==> src/rtl/wb_pkg.sv <==
// wb_pkg: shared defaults and entry layout for the write-back buffer.
// Forwarding lookup is optional, enabled by defining WB_FORWARD_EN.
package wb_pkg;

    localparam int WB_DATA_W = 32;
    localparam int WB_ADDR_W = 5;
    localparam int WB_DEPTH  = 4;

    typedef struct packed {
        logic [WB_ADDR_W-1:0] rd;
        logic [WB_DATA_W-1:0] wd;
    } entry_t;

endpackage

==> src/rtl/wb_fifo.sv <==
// wb_fifo: circular storage for pending register writes.
// Exposes the whole array and read pointer for forwarding lookups.
module wb_fifo
    import wb_pkg::*;
#(
    parameter  int DATA_W = WB_DATA_W,
    parameter  int ADDR_W = WB_ADDR_W,
    parameter  int DEPTH  = WB_DEPTH,
    localparam int PTR_W  = $clog2(DEPTH),
    localparam int CNT_W  = PTR_W + 1
) (
    input  logic                         clk,
    input  logic                         rst_n,
    input  logic                         i_push,
    input  logic                         i_pop,
    input  logic [ADDR_W-1:0]            i_rd,
    input  logic [DATA_W-1:0]            i_wd,
    output logic [ADDR_W-1:0]            o_head_rd,
    output logic [DATA_W-1:0]            o_head_wd,
    output logic [CNT_W-1:0]             o_count,
    output logic [PTR_W-1:0]             o_rd_ptr,
    output logic [DEPTH-1:0][ADDR_W-1:0] o_mem_rd,
    output logic [DEPTH-1:0][DATA_W-1:0] o_mem_wd
);

    logic [DEPTH-1:0][ADDR_W-1:0] r_mem_rd;
    logic [DEPTH-1:0][DATA_W-1:0] r_mem_wd;
    logic [PTR_W-1:0]             r_wr_ptr;
    logic [PTR_W-1:0]             r_rd_ptr;
    logic [CNT_W-1:0]             r_count;

    // Entry payload; validity is tracked by count, so no reset needed.
    always_ff @(posedge clk) begin
        if (i_push) begin
            r_mem_rd[r_wr_ptr] <= i_rd;
            r_mem_wd[r_wr_ptr] <= i_wd;
        end
    end

    // Pointers wrap naturally since DEPTH is a power of two.
    always_ff @(posedge clk or negedge rst_n) begin
        if (!rst_n) begin
            r_wr_ptr <= '0;
            r_rd_ptr <= '0;
            r_count  <= '0;
        end else begin
            if (i_push) begin
                r_wr_ptr <= r_wr_ptr + PTR_W'(1);
            end
            if (i_pop) begin
                r_rd_ptr <= r_rd_ptr + PTR_W'(1);
            end
            if (i_push && !i_pop) begin
                r_count <= r_count + CNT_W'(1);
            end else if (!i_push && i_pop) begin
                r_count <= r_count - CNT_W'(1);
            end
        end
    end

    assign o_head_rd = r_mem_rd[r_rd_ptr];
    assign o_head_wd = r_mem_wd[r_rd_ptr];
    assign o_count   = r_count;
    assign o_rd_ptr  = r_rd_ptr;
    assign o_mem_rd  = r_mem_rd;
    assign o_mem_wd  = r_mem_wd;

endmodule

==> src/rtl/wb_write_buffer.sv <==
// wb_write_buffer: decouples write-back results from the register file port.
// Define WB_FORWARD_EN to compile in pending-value forwarding for rs/rt.
module wb_write_buffer
    import wb_pkg::*;
#(
    parameter  int DATA_W = WB_DATA_W,
    parameter  int ADDR_W = WB_ADDR_W,
    parameter  int DEPTH  = WB_DEPTH,
    localparam int PTR_W  = $clog2(DEPTH),
    localparam int CNT_W  = PTR_W + 1
) (
    input  logic              clk,
    input  logic              rst_n,
    input  logic              in_valid,
    output logic              in_ready,
    input  logic [ADDR_W-1:0] in_rd,
    input  logic [DATA_W-1:0] in_wd,
    input  logic              drain_en,
    output logic              RegWrite,
    output logic [ADDR_W-1:0] rd,
    output logic [DATA_W-1:0] WD,
    input  logic [ADDR_W-1:0] rs,
    input  logic [ADDR_W-1:0] rt,
    output logic              fwd1_hit,
    output logic              fwd2_hit,
    output logic [DATA_W-1:0] fwd1_data,
    output logic [DATA_W-1:0] fwd2_data,
    output logic [CNT_W-1:0]  count
);

    logic                         w_accept;
    logic                         w_push;
    logic                         w_nonempty;
    logic [ADDR_W-1:0]            w_head_rd;
    logic [DATA_W-1:0]            w_head_wd;
    logic [CNT_W-1:0]             w_count;
    logic [PTR_W-1:0]             w_rd_ptr;
    logic [DEPTH-1:0][ADDR_W-1:0] w_mem_rd;
    logic [DEPTH-1:0][DATA_W-1:0] w_mem_wd;

    // Writes to r0 are handshaken but dropped: r0 is hardwired.
    assign in_ready   = (w_count < CNT_W'(DEPTH));
    assign w_accept   = in_valid & in_ready;
    assign w_push     = w_accept & (in_rd != '0);
    assign w_nonempty = (w_count != '0);
    assign RegWrite   = w_nonempty & drain_en;
    assign rd         = w_nonempty ? w_head_rd : '0;
    assign WD         = w_nonempty ? w_head_wd : '0;
    assign count      = w_count;

    wb_fifo #(
        .DATA_W (DATA_W),
        .ADDR_W (ADDR_W),
        .DEPTH  (DEPTH)
    ) u_fifo (
        .clk       (clk),
        .rst_n     (rst_n),
        .i_push    (w_push),
        .i_pop     (RegWrite),
        .i_rd      (in_rd),
        .i_wd      (in_wd),
        .o_head_rd (w_head_rd),
        .o_head_wd (w_head_wd),
        .o_count   (w_count),
        .o_rd_ptr  (w_rd_ptr),
        .o_mem_rd  (w_mem_rd),
        .o_mem_wd  (w_mem_wd)
    );

`ifdef WB_FORWARD_EN

    // Scan oldest to youngest so the last match (youngest) wins.
    function automatic logic [DATA_W:0] f_lookup(
        input logic [ADDR_W-1:0]            key,
        input logic [CNT_W-1:0]             cnt,
        input logic [PTR_W-1:0]             base,
        input logic [DEPTH-1:0][ADDR_W-1:0] mrd,
        input logic [DEPTH-1:0][DATA_W-1:0] mwd
    );
        logic [PTR_W-1:0] idx;
        logic [DATA_W:0]  res;
        res = '0;
        for (int i = 0; i < DEPTH; i++) begin
            idx = base + PTR_W'(i);
            if (key != '0 && CNT_W'(i) < cnt && mrd[idx] == key) begin
                res = {1'b1, mwd[idx]};
            end
        end
        return res;
    endfunction

    // Zero-latency lookup of pending values for both read ports.
    always_comb begin
        {fwd1_hit, fwd1_data} = f_lookup(rs, w_count, w_rd_ptr,
                                         w_mem_rd, w_mem_wd);
        {fwd2_hit, fwd2_data} = f_lookup(rt, w_count, w_rd_ptr,
                                         w_mem_rd, w_mem_wd);
    end

`else

    logic w_unused;
    assign w_unused  = ^{rs, rt, w_rd_ptr, w_mem_rd, w_mem_wd};
    assign fwd1_hit  = 1'b0;
    assign fwd2_hit  = 1'b0;
    assign fwd1_data = '0;
    assign fwd2_data = '0;

`endif

endmodule

==> config.mk <==
export PLATFORM = sky130hd
export DESIGN_NAME = wb_write_buffer
export DESIGN_NICKNAME = d
export VERILOG_FILES = /design/src/rtl/wb_pkg.sv /design/src/rtl/wb_fifo.sv /design/src/rtl/wb_write_buffer.sv
export SDC_FILE = /design/constraint.sdc
export NUM_CORES = 1
export LEC_CHECK = 0
export BUFFER_PORTS_ARGS = -buffer_cell sky130_fd_sc_hd__buf_2
export CORE_ASPECT_RATIO = 2
export CORE_MARGIN = 2
export CORE_UTILIZATION = 41
export DETAILED_ROUTE_END_ITERATION = 7
export HOLD_SLACK_MARGIN = 0.1
export PLACE_DENSITY = 0.75
export SETUP_SLACK_MARGIN = 0.5
export SKIP_LAST_GASP = 1
export SLEW_MARGIN = 20
export SYNTH_ARGS = -nofsm -noshare
export SYNTH_HDL_FRONTEND = slang
export SYNTH_SLANG_ARGS = --single-unit
==> constraint.sdc <==
create_clock -name clk -period 2.2 [get_ports clk]
set_clock_uncertainty 0.1 [all_clocks]
set_input_delay 0.11 -clock clk [delete_from_list [all_inputs] [get_ports clk]]
set_output_delay 0.11 -clock clk [all_outputs]
set_load 0.1 [all_outputs]
==> results.md, run 1 <==
* Status: finished with violations
* Failing checks: setup timing
* Fin. max-slew vios at 0
* IO Pins at 159
* Clock Latency Late Sink at 410 ps
* Initial DRC Count at 243
* Max Freq at 0.450 GHz
* H-tree depth at 4
* Multi-input logic area at 0.00169 sq mm
* Initial Util at 41.7%
* Startpoint types: register
* Placer congestion estimate at 0.684
* Setup_tns at -53.3 ps
* Critical Path RT at 1990 ps
* GRT Total Usage at 17.1%
* Critical Path AT at 2010 ps
* Die area at 0.0170 sq mm
* Fillers at 1062
* Clock Sinks at 155
* Yosys cell types at 22
* Tcrit/Tclk final at 101%
* Cell Area, Synth at 0.00651 sq mm
* Final non-filler cell total at 744
* Drt first pass iters at 4
* Synth Register Bits at 155
* DRC at 0
* Avg Inst Size Synth at 19.3 sq um
* Simple-gate area share of the yosys netlist at 4.40%
* Tmin final at 2220 ps
* Unrepaired setup endpoints after global routing: true
* Post-synth EDFFs at 148
* Largest family of logic cells by synthesized area: multiplexers
* Reg2reg end: u_fifo.o_count[2]$_DFFE_PN0P_
* Max Fanout on Critical Path at 6
* I/O Buffers at 82
* Synth top area cells: edfxtp_1 68%, mux4_2 13%, buf_4 7.6%, and2_1 3.6%, dfrtp_1 2.7%
* Hold Path Depth at 4
* Mux contribution to synthesized area at 13.2%
* Routed wire length at 14900 um
* Largest net degree at the start of global routing at 24
* Min-delay src: in_valid
* First-pass GRT wire length at 21100 um
* FF+latch area at 0.00463 sq mm
* Root Driver: clkbuf_16
* CP endpoint kind: output pin
* Area Overhead vs Synth at 46.2%
* Synth Area in Compound Gates at 0.327%
* FF-to-FF Start: u_fifo.o_count[1]$_DFFE_PN0P_
* Post-DP Area at 0.00718 sq mm
* Die height at 182 um
* Clock Path Buffers at 2
* Final Hold Viols at 0
* Main flop type after synthesis: edfxtp_1
* Total core area at 0.0156 sq mm
* Post-DP HPWL at 7030 um
* Cell total after placement at 628
* Top cell type by total area after synthesis: edfxtp_1
* Vias/cell at 4.76
* Max cap viols at 0
* Vias in the first global route at 3734
* R2R Setup Slk at 20 ps
* Antenna fix cells at 0
* Number of synthesis warnings at 0
* Initial antenna violation count at 0
* Core Util, Final at 60.9%
* XOR/XNOR Fraction of Synth Area at 0.808%
* Row count at 65
* Final setup margin at -21.3 ps
* Hold EP: u_fifo.o_count[0]$_DFFE_PN0P_
* WL per Instance at 20.1 um
* Grt ovf at 0
* Critical path type: reg -> out
* Die W at 93.1 um
* CTS tree: done
* Clk slew on worst S/H paths at 60 ps
* Hold Path Class: in -> reg
* Mapped Cells at 337
* Share of cells above drive strength 1 at 49.2%
* Final #Nets at 587
* Design Area, Final at 0.00951 sq mm
* Finish-stage setup viols at 4
* Sequential element share of the synthesized area at 71.0%
* Synth top area share at 68.3%
* Worst Reg2Reg Path Length in Cells at 8
* Adder-Cell Fraction of Synth Area at 1.27%
* Via count at 3539
* Routed Antenna Nets at 0
* CTS buffer count at 17
* Asr flop ratio synth at 4.52%
-- logic make-up (layout without fill, tap and decap cells) --
logic type / Yosys count / count (layout)
DFF: 155 / 155
buffers and inverters: 83 / 223
and+or+nand+nor: 46 / 47
muxes: 39 / 39
adders and majority gates: 6 / 6
xor gates and xnor gates: 6 / 6
other: 1 / 66
AOI/OAI and AO/OA: 1 / 1
-- per-stage QoR --
stage | hold WS (ps) | worst slack [ps]
after floorplan | -286 | -364
after global placement | -150 | 47.2
after detailed placement | -151 | 24.9
after CTS | 129 | 13.3
after global routing | 211 | -73.4
final | 214 | -21.3
-- final cells by class --
cell class	instances	share of cell area (%)
Multi-Input combinational cell	165	17.7
Clock buffer	19	4.55
Sequential cell	155	48.7
Clock inverter	13	1.07
Inverter	5	0.276
Tap cell	201	2.64
Timing Repair Buffer	186	25.0
-- what timing repair did --
action                                 in CTS  in global routing
pin swaps                                  37                  6
hold buffers                               40                  0
gates cloned                                9                  5
setup endpoints to repair                 186                190
setup buffers                              21                  9
endpoints found under the hold margin     158                  0
gates resized for setup                   201                 23
-- state kept, by name, indices dropped and copies added, names as in the netlist --
signal / flops
u_fifo.o_mem_rd: 20
u_fifo.o_mem_wd: 128
u_fifo.o_rd_ptr: 2
u_fifo.o_count: 3
u_fifo.r_wr_ptr: 2
-- cells in the mapped netlist, types with 2 or more instances --
cell type,n
inv_1,5
buf_6,2
edfxtp_1,148
and2_2,4
xnor2_1,5
buf_2,5
mux4_2,37
clkbuf_1,5
dfrtp_1,7
ha_1,5
and2_1,37
or3_1,2
buf_4,66
-- worst max path at each step --
stage                                              start                             to
after detailed placement   u_fifo.o_count[2]$_DFFE_PN0P_  u_fifo.o_count[2]$_DFFE_PN0P_
after CTS                 u_fifo.o_rd_ptr[0]$_DFFE_PN0P_                         WD[18]
final                     u_fifo.o_rd_ptr[0]$_DFFE_PN0P_                         WD[19]
after global routing      u_fifo.o_rd_ptr[0]$_DFFE_PN0P_                         WD[19]
after global placement     u_fifo.o_count[2]$_DFFE_PN0P_  u_fifo.o_count[2]$_DFFE_PN0P_
after floorplan            u_fifo.o_count[2]$_DFFE_PN0P_  u_fifo.o_count[1]$_DFFE_PN0P_
-- worst max-delay path: stages (launching register included) --
cell and delay, ps:
dfrtp_2 410, buf_6 120, buf_12 110, buf_16 130
mux4_2 500, and2_4 160, buf_12 160
-- placed cells by master (no fill, tap or decap), types with 2 or more instances in the layout --
cell type,instances
conb_1,66
xnor2_1,5
buf_8,5
dlygate4sd3_1,40
buf_6,22
buf_2,43
dfrtp_2,2
and2_4,42
clkbuf_1,2
buf_12,51
ha_1,4
buf_16,9
clkinvlp_4,5
inv_1,2
edfxtp_1,148
clkinv_1,3
dfrtp_1,2
clkbuf_16,20
mux2_4,2
mux4_2,37
buf_4,13
clkinv_2,4
dfrtp_4,3
-- layer usage --
layer	routed length [um]	GRT usage [%]
met2	8540	30.3
met5	0	0
met3	715	5.08
met4	314	5.71
met1	5370	19.6
Power of run 1 is left out: the tool's default activity adds up to more than one toggle a clock period on the data nets, which glitch-free logic cannot reach.
==> run 2: changes to the inputs <==
- MAX_ROUTING_LAYER: unset -> met4
==> run 2 against run 1 <==
The run still ends with setup timing left. Count of clock-buffer cells in the layout stayed put. Largest cell class unchanged. Utilization stayed put. Setup slack worse by 2.6 ps. Cell count stayed put. Critical path type unchanged. Wire length rose by 0.42%. Register-to-register slack about the same. Sequential share of layout area unchanged.
==> results.md, run 2 (same netlist as run 1, synthesis figures left out) <==
* Routed wire length at 15000 um (+0.42%)
* Area Overhead vs Synth at 46.2% (unchanged)
* Vias/cell at 4.81 (+1.1%)
* Final Hold Viols at 0 (unchanged)
* Startpoint types: register
* CTS tree: done
* CP endpoint kind: output pin
* Total core area at 0.0156 sq mm (unchanged)
* Max Freq at 0.450 GHz (-0.12%)
* Hold Path Class: in -> reg
* Crit-path slowest cell: mux4_2
* Row count at 65 (unchanged)
* Cells along the critical path: buf_6, buf_12, buf_16, mux4_2, and2_4, buf_12
* Status: finished with violations
* Root Driver: clkbuf_16
* Commonest cells after routing, fill and taps aside: 148 x edfxtp_1, 66 x conb_1, 51 x buf_12, 43 x buf_2, 42 x and2_4
* Commonest non-fill, non-tap cell in the layout: edfxtp_1
* Critical Path AT at 2010 ps (about the same)
* Clock Path Buffers at 2 (unchanged)
* Max Fanout on Critical Path at 6 (unchanged)
* Initial Util at 41.7% (unchanged)
* Critical path type: reg -> out
* Largest stage delay, worst path at 500 ps (about the same)
* Post-DP HPWL at 7030 um (unchanged)
* Tmin final at 2220 ps (+2.64 ps)
* Core Util, Final at 60.9% (unchanged)
* Final #Nets at 587 (unchanged)
* Clock Sinks at 155 (unchanged)
* Largest net degree at the start of global routing at 24 (unchanged)
* Initial antenna violation count at 0 (unchanged)
* Unrepaired setup endpoints after global routing: true
* Share of cells above drive strength 1 at 49.2% (unchanged)
* GRT Total Usage at 17.6% (+0.48 points)
* Vias in the first global route at 3741 (+0.19%)
* CP most frequent cell: buf_12
* First-pass GRT wire length at 21000 um (-0.19%)
* Initial DRC Count at 234 (-3.7%)
* Clock Latency Late Sink at 410 ps (about the same)
* IO Pins at 159 (unchanged)
* DRC at 0 (unchanged)
* Placer congestion estimate at 0.691 (+1.0%)
* Failing checks: setup timing
* Antenna fix cells at 0 (unchanged)
* Clk slew on worst S/H paths at 60 ps (about the same)
* Drt first pass iters at 4 (unchanged)
* Largest register FFs at 128 (unchanged)
* Via count at 3578 (+1.1%)
* CTS buffer count at 17 (unchanged)
* Die area at 0.0170 sq mm (unchanged)
* Critical Path RT at 1990 ps (about the same)
* I/O Buffers at 82 (unchanged)
* Fin. max-slew vios at 0 (unchanged)
* Die height at 182 um (unchanged)
* WL per Instance at 20.2 um (+0.42%)
* Final setup margin at -23.9 ps (-2.64 ps)
* Routed Antenna Nets at 0 (unchanged)
* H-tree depth at 4 (unchanged)
* Tcrit/Tclk final at 101% (+0.12 points)
* Grt ovf at 0 (unchanged)
* Finish-stage setup viols at 6 (+2)
* Die W at 93.1 um (unchanged)
* Max cap viols at 0 (unchanged)
## run 2: worst max-delay path, delay by kind of cell (launching register included)
kind	cells	cell delay, ps
buf+inv	4	520
simple gates	1	160
flops	1	420
mux	1	500
## run 2: routing by layer
| metal | up-vias | track usage, % | share of wire, % | wire length (um) |
|---|---|---|---|---|
| li1 | 1547 | - | - | - |
| met1 | 1860 | 19.9 | 37 | 5480 |
| met2 | 148 | 30.2 | 57 | 8560 |
| met3 | 23 | 4.75 | 4.6 | 697 |
| met4 | 0 | 5.71 | 1.8 | 267 |
| met5 | - | - | 0 | 0 |
## run 2: through the flow
step           hold slack, ps  cell area [sq um]  std cells  setup WS, ps  setup TNS (ps)
3_5_place_dp             -151               7180        628          24.9               0
2_1_floorplan            -286               6880        402          -364          -32500
3_3_place_gp             -150               7180        628          47.2               0
6_report                  218               9510        744         -23.9           -68.1
5_1_grt                   211               9510        744         -73.4            -756
4_1_cts                   129               9270        730          13.3               0
## run 2: layout make-up
cell class | instances | area, sq um
clock inverter | 13 | 101
sequential | 155 | 4630
tap | 201 | 251
multi-input combinational | 165 | 1690
fill | 1062 | 6100
timing repair buffer | 186 | 2380
clock buffer | 19 | 433
inverter | 5 | 26.3
## run 2: timing repair
action	in CTS	in global routing
hold buffers	40	0
setup endpoints to repair	186	190
gates cloned	9	5
buffers inserted	21	9
gates resized for setup	201	23
hold endpoints to repair	158	0
pin swaps	37	6
## run 2: path summary, 6_finish.rpt
kind | slack, ps | to | from | depth (start not counted)
worst min-delay path | 220 | u_fifo.o_count[0]$_DFFE_PN0P_ | in_valid | 4
max in group asynchronous | 1190 | u_fifo.o_count[0]$_DFFE_PN0P_ | rst_n | 3
worst max register to register | 10 | u_fifo.o_count[2]$_DFFE_PN0P_ | u_fifo.o_count[1]$_DFFE_PN0P_ | 8
worst max-delay path | -20 | WD[19] | u_fifo.o_rd_ptr[0]$_DFFE_PN0P_ | 6
worst min register to register | 490 | u_fifo.r_wr_ptr[1]$_DFFE_PN0P_ | u_fifo.r_wr_ptr[1]$_DFFE_PN0P_ | 1
min in group asynchronous | 550 | u_fifo.o_count[1]$_DFFE_PN0P_ | rst_n | 3
Power of run 2 is left out for the same reason.
==> run 3: changes to the inputs <==
--- a/config.mk
+++ b/config.mk
@@ -16,3 +16,2 @@
 export SETUP_SLACK_MARGIN = 0.5
-export SKIP_LAST_GASP = 1
 export SLEW_MARGIN = 20
--- a/constraint.sdc
+++ b/constraint.sdc
@@ -4,2 +4,2 @@
 set_output_delay 0.11 -clock clk [all_outputs]
-set_load 0.1 [all_outputs]
+set_load 0.02 [all_outputs]
==> run 3 against run 2 <==
The run still ends with setup timing left. Final area is 5.2% lower. Die area unchanged. Via count down 1.3%. Global-route usage decreased by 0.24 points. Non-clock buffer count is 17 lower. Wire length grew 2.9%. Setup slack gained 24 ps. Sequential cell count is the same. Highest routed layer unchanged. Utilization decreased by 3.2 points. Count of clock-buffer cells in the layout shrank 1. Sequential share of layout area increased by 2.6 points. Critical path depth shrank 1.
==> results.md, run 3 (same netlist as run 1, synthesis figures left out) <==
* Critical Path RT at 1990 ps (about the same)
* Critical Path AT at 1990 ps (-20 ps)
* Grt ovf at 0 (unchanged)
* I/O Buffers at 82 (unchanged)
* Crit path to: WD[21]
* Initial antenna violation count at 0 (unchanged)
* Final setup margin at -0.139 ps (+23.8 ps)
* Hold Path Class: in -> reg
* IO Pins at 159 (unchanged)
* WP depth at 5 (-1)
* FF-to-FF Start: u_fifo.o_count[2]$_DFFE_PN0P_
* Tmin final at 2200 ps (-23.8 ps)
* Max Fanout on Critical Path at 5 (-1)
* Leak at 3.41 nW
* Clock Sinks at 155 (unchanged)
* Largest net degree at the start of global routing at 39 (+63%)
* Final Hold Viols at 0 (unchanged)
* Unrepaired setup endpoints after global routing: true
* Max Freq at 0.455 GHz (+1.1%)
* Worst Setup SP: u_fifo.o_rd_ptr[0]$_DFFE_PN0P_
* Total core area at 0.0156 sq mm (unchanged)
* DP Worst Slack at 102 ps (+76.9 ps)
* Worst Reg2Reg Path Length in Cells at 8 (unchanged)
* Clk slew on worst S/H paths at 60 ps (about the same)
* GRT Total Usage at 17.4% (-0.24 points)
* Commonest cells after routing, fill and taps aside: 148 x edfxtp_1, 66 x conb_1, 55 x buf_2, 40 x dlygate4sd3_1
* Top delay family on crit path: buffers and inverters
* Post-DP HPWL at 6960 um (-1.1%)
* Root Driver: clkbuf_16
* Largest stage delay, worst path at 490 ps (about the same)
* Fillers at 1116 (+5.1%)
* Clock Latency Late Sink at 420 ps (about the same)
* Placer congestion estimate at 0.688 (-0.48%)
* Critical path type: reg -> out
* Vias/cell at 4.86 (+1.1%)
* CTS tree: done
* Drt first pass iters at 6 (+2)
* Failing checks: setup timing
* Cells along the critical path: buf_4, clkbuf_16, mux4_2, and2_1, buf_2
* Routed wire length at 15400 um (+2.9%)
* Final #Nets at 570 (-2.9%)
* First-pass GRT wire length at 20600 um (-2.1%)
* Startpoint types: register
* PwrDens at 1440 mW/mm^2
* Via count at 3530 (-1.3%)
* Vias in the first global route at 3564 (-4.7%)
* R2R Setup Slk at 180 ps (+170 ps)
* Die height at 182 um (unchanged)
* Core Util, Final at 57.7% (-3.2 points)
* VDD IR-drop max at 0.870 mV
* H-tree depth at 4 (unchanged)
* Share of cells above drive strength 1 at 45.9% (-3.3 points)
* DRC at 0 (unchanged)
* Fin. max-slew vios at 0 (unchanged)
* Row count at 65 (unchanged)
* Power, Total at 0.0129 W
* Area Overhead vs Synth at 38.6%
* Max cap viols at 0 (unchanged)
* Status: finished with violations
* WL per Instance at 21.3 um (+5.4%)
* Antenna fix cells at 0 (unchanged)
* Clock Path Buffers at 2 (unchanged)
* Die area at 0.0170 sq mm (unchanged)
* CP endpoint kind: output pin
* WP buf/inv at 3 (-1)
* Largest register FFs at 128 (unchanged)
* Die W at 93.1 um (unchanged)
* Reg2reg end: u_fifo.o_count[2]$_DFFE_PN0P_
* Tcrit/Tclk final at 100% (-1.1 points)
* Finish-stage setup viols at 1 (-5)
* Initial Util at 41.7% (unchanged)
* Crit-path slowest cell: mux4_2
* Routed Antenna Nets at 0 (unchanged)
* CTS buffer count at 17 (unchanged)
* Commonest non-fill, non-tap cell in the layout: edfxtp_1
* Initial DRC Count at 228 (-2.6%)
* Fin Hold WS at 147 ps (-70.8 ps)
run 3: changes by cell type in the layout (fill, tap and decap cells not counted), sizes merged:
cell,before,now
clkinvlp,5,2
inv,4,5
bufinv,1,7
clkbuf,22,25
buf,143,122
clkinv,8,4
run 3: metrics by stage:
step                cell area (sq um)  instances  setup TNS (ps)
global placement                 7000        617               0
detailed placement               7000        617               0
global route                     9020        726            -316
finish                           9020        726          -0.139
floorplan                        6800        402               0
CTS                              8550        713               0
run 3: power breakdown:
part           internal [W]  switching [W]
clock               0.00223        0.00112
sequential          0.00373       0.000187
combinational       0.00305        0.00264
total               0.00900        0.00395
run 3: layer usage:
| layer | part of all wire, % | wire length (um) | track usage, % |
|---|---|---|---|
| met1 | 34 | 5280 | 19.5 |
| met4 | 2.0 | 312 | 5.53 |
| met2 | 57 | 8870 | 30.4 |
| met5 | 0 | 0 | - |
| met3 | 6.2 | 961 | 4.00 |
run 3: worst reg2reg max path: stages (launching register included):
cell and delay [ps]:
dfrtp_2 410, or3_4 420, nand2_4 100, ha_4 130, inv_2 30, fa_2 330
xor2_1 150, nor2_1 130, xnor2_1 140
run 3: cell type report:
class	instances	area (sq um)	share of cell area [%]
clock buffers	18	429	4.76
flip-flops and latches	155	4630	51.3
clock inverters	13	248	2.75
repair buffers	169	1780	19.7
multi-input cells	165	1660	18.4
well taps	201	251	2.79
inverters	5	23.8	0.264
run 3: worst min-delay path by stage:
| stage | start | end | slack (ps) | cells past startpoint |
|---|---|---|---|---|
| after CTS | in_valid | u_fifo.o_count[0]$_DFFE_PN0P_ | 150 | 4 |
| final | in_valid | u_fifo.o_count[0]$_DFFE_PN0P_ | 150 | 4 |
| after global placement | rst_n | u_fifo.r_wr_ptr[1]$_DFFE_PN0P_ | -140 | 1 |
| after global routing | in_valid | u_fifo.o_count[0]$_DFFE_PN0P_ | 150 | 4 |
| after detailed placement | rst_n | u_fifo.r_wr_ptr[1]$_DFFE_PN0P_ | -140 | 1 |
| after floorplan | rst_n | u_fifo.o_count[0]$_DFFE_PN0P_ | -290 | 0 |
run 3: what timing repair did:
action,in CTS,in global routing
resized for setup,45,73
endpoints found under the hold margin,158,0
endpoints found under the setup margin,170,169
pin swaps,6,2
hold buffers,40,0
gates cloned,6,9
buffers inserted,19,4
No activity file was read; power rests on OpenSTA's default activity.
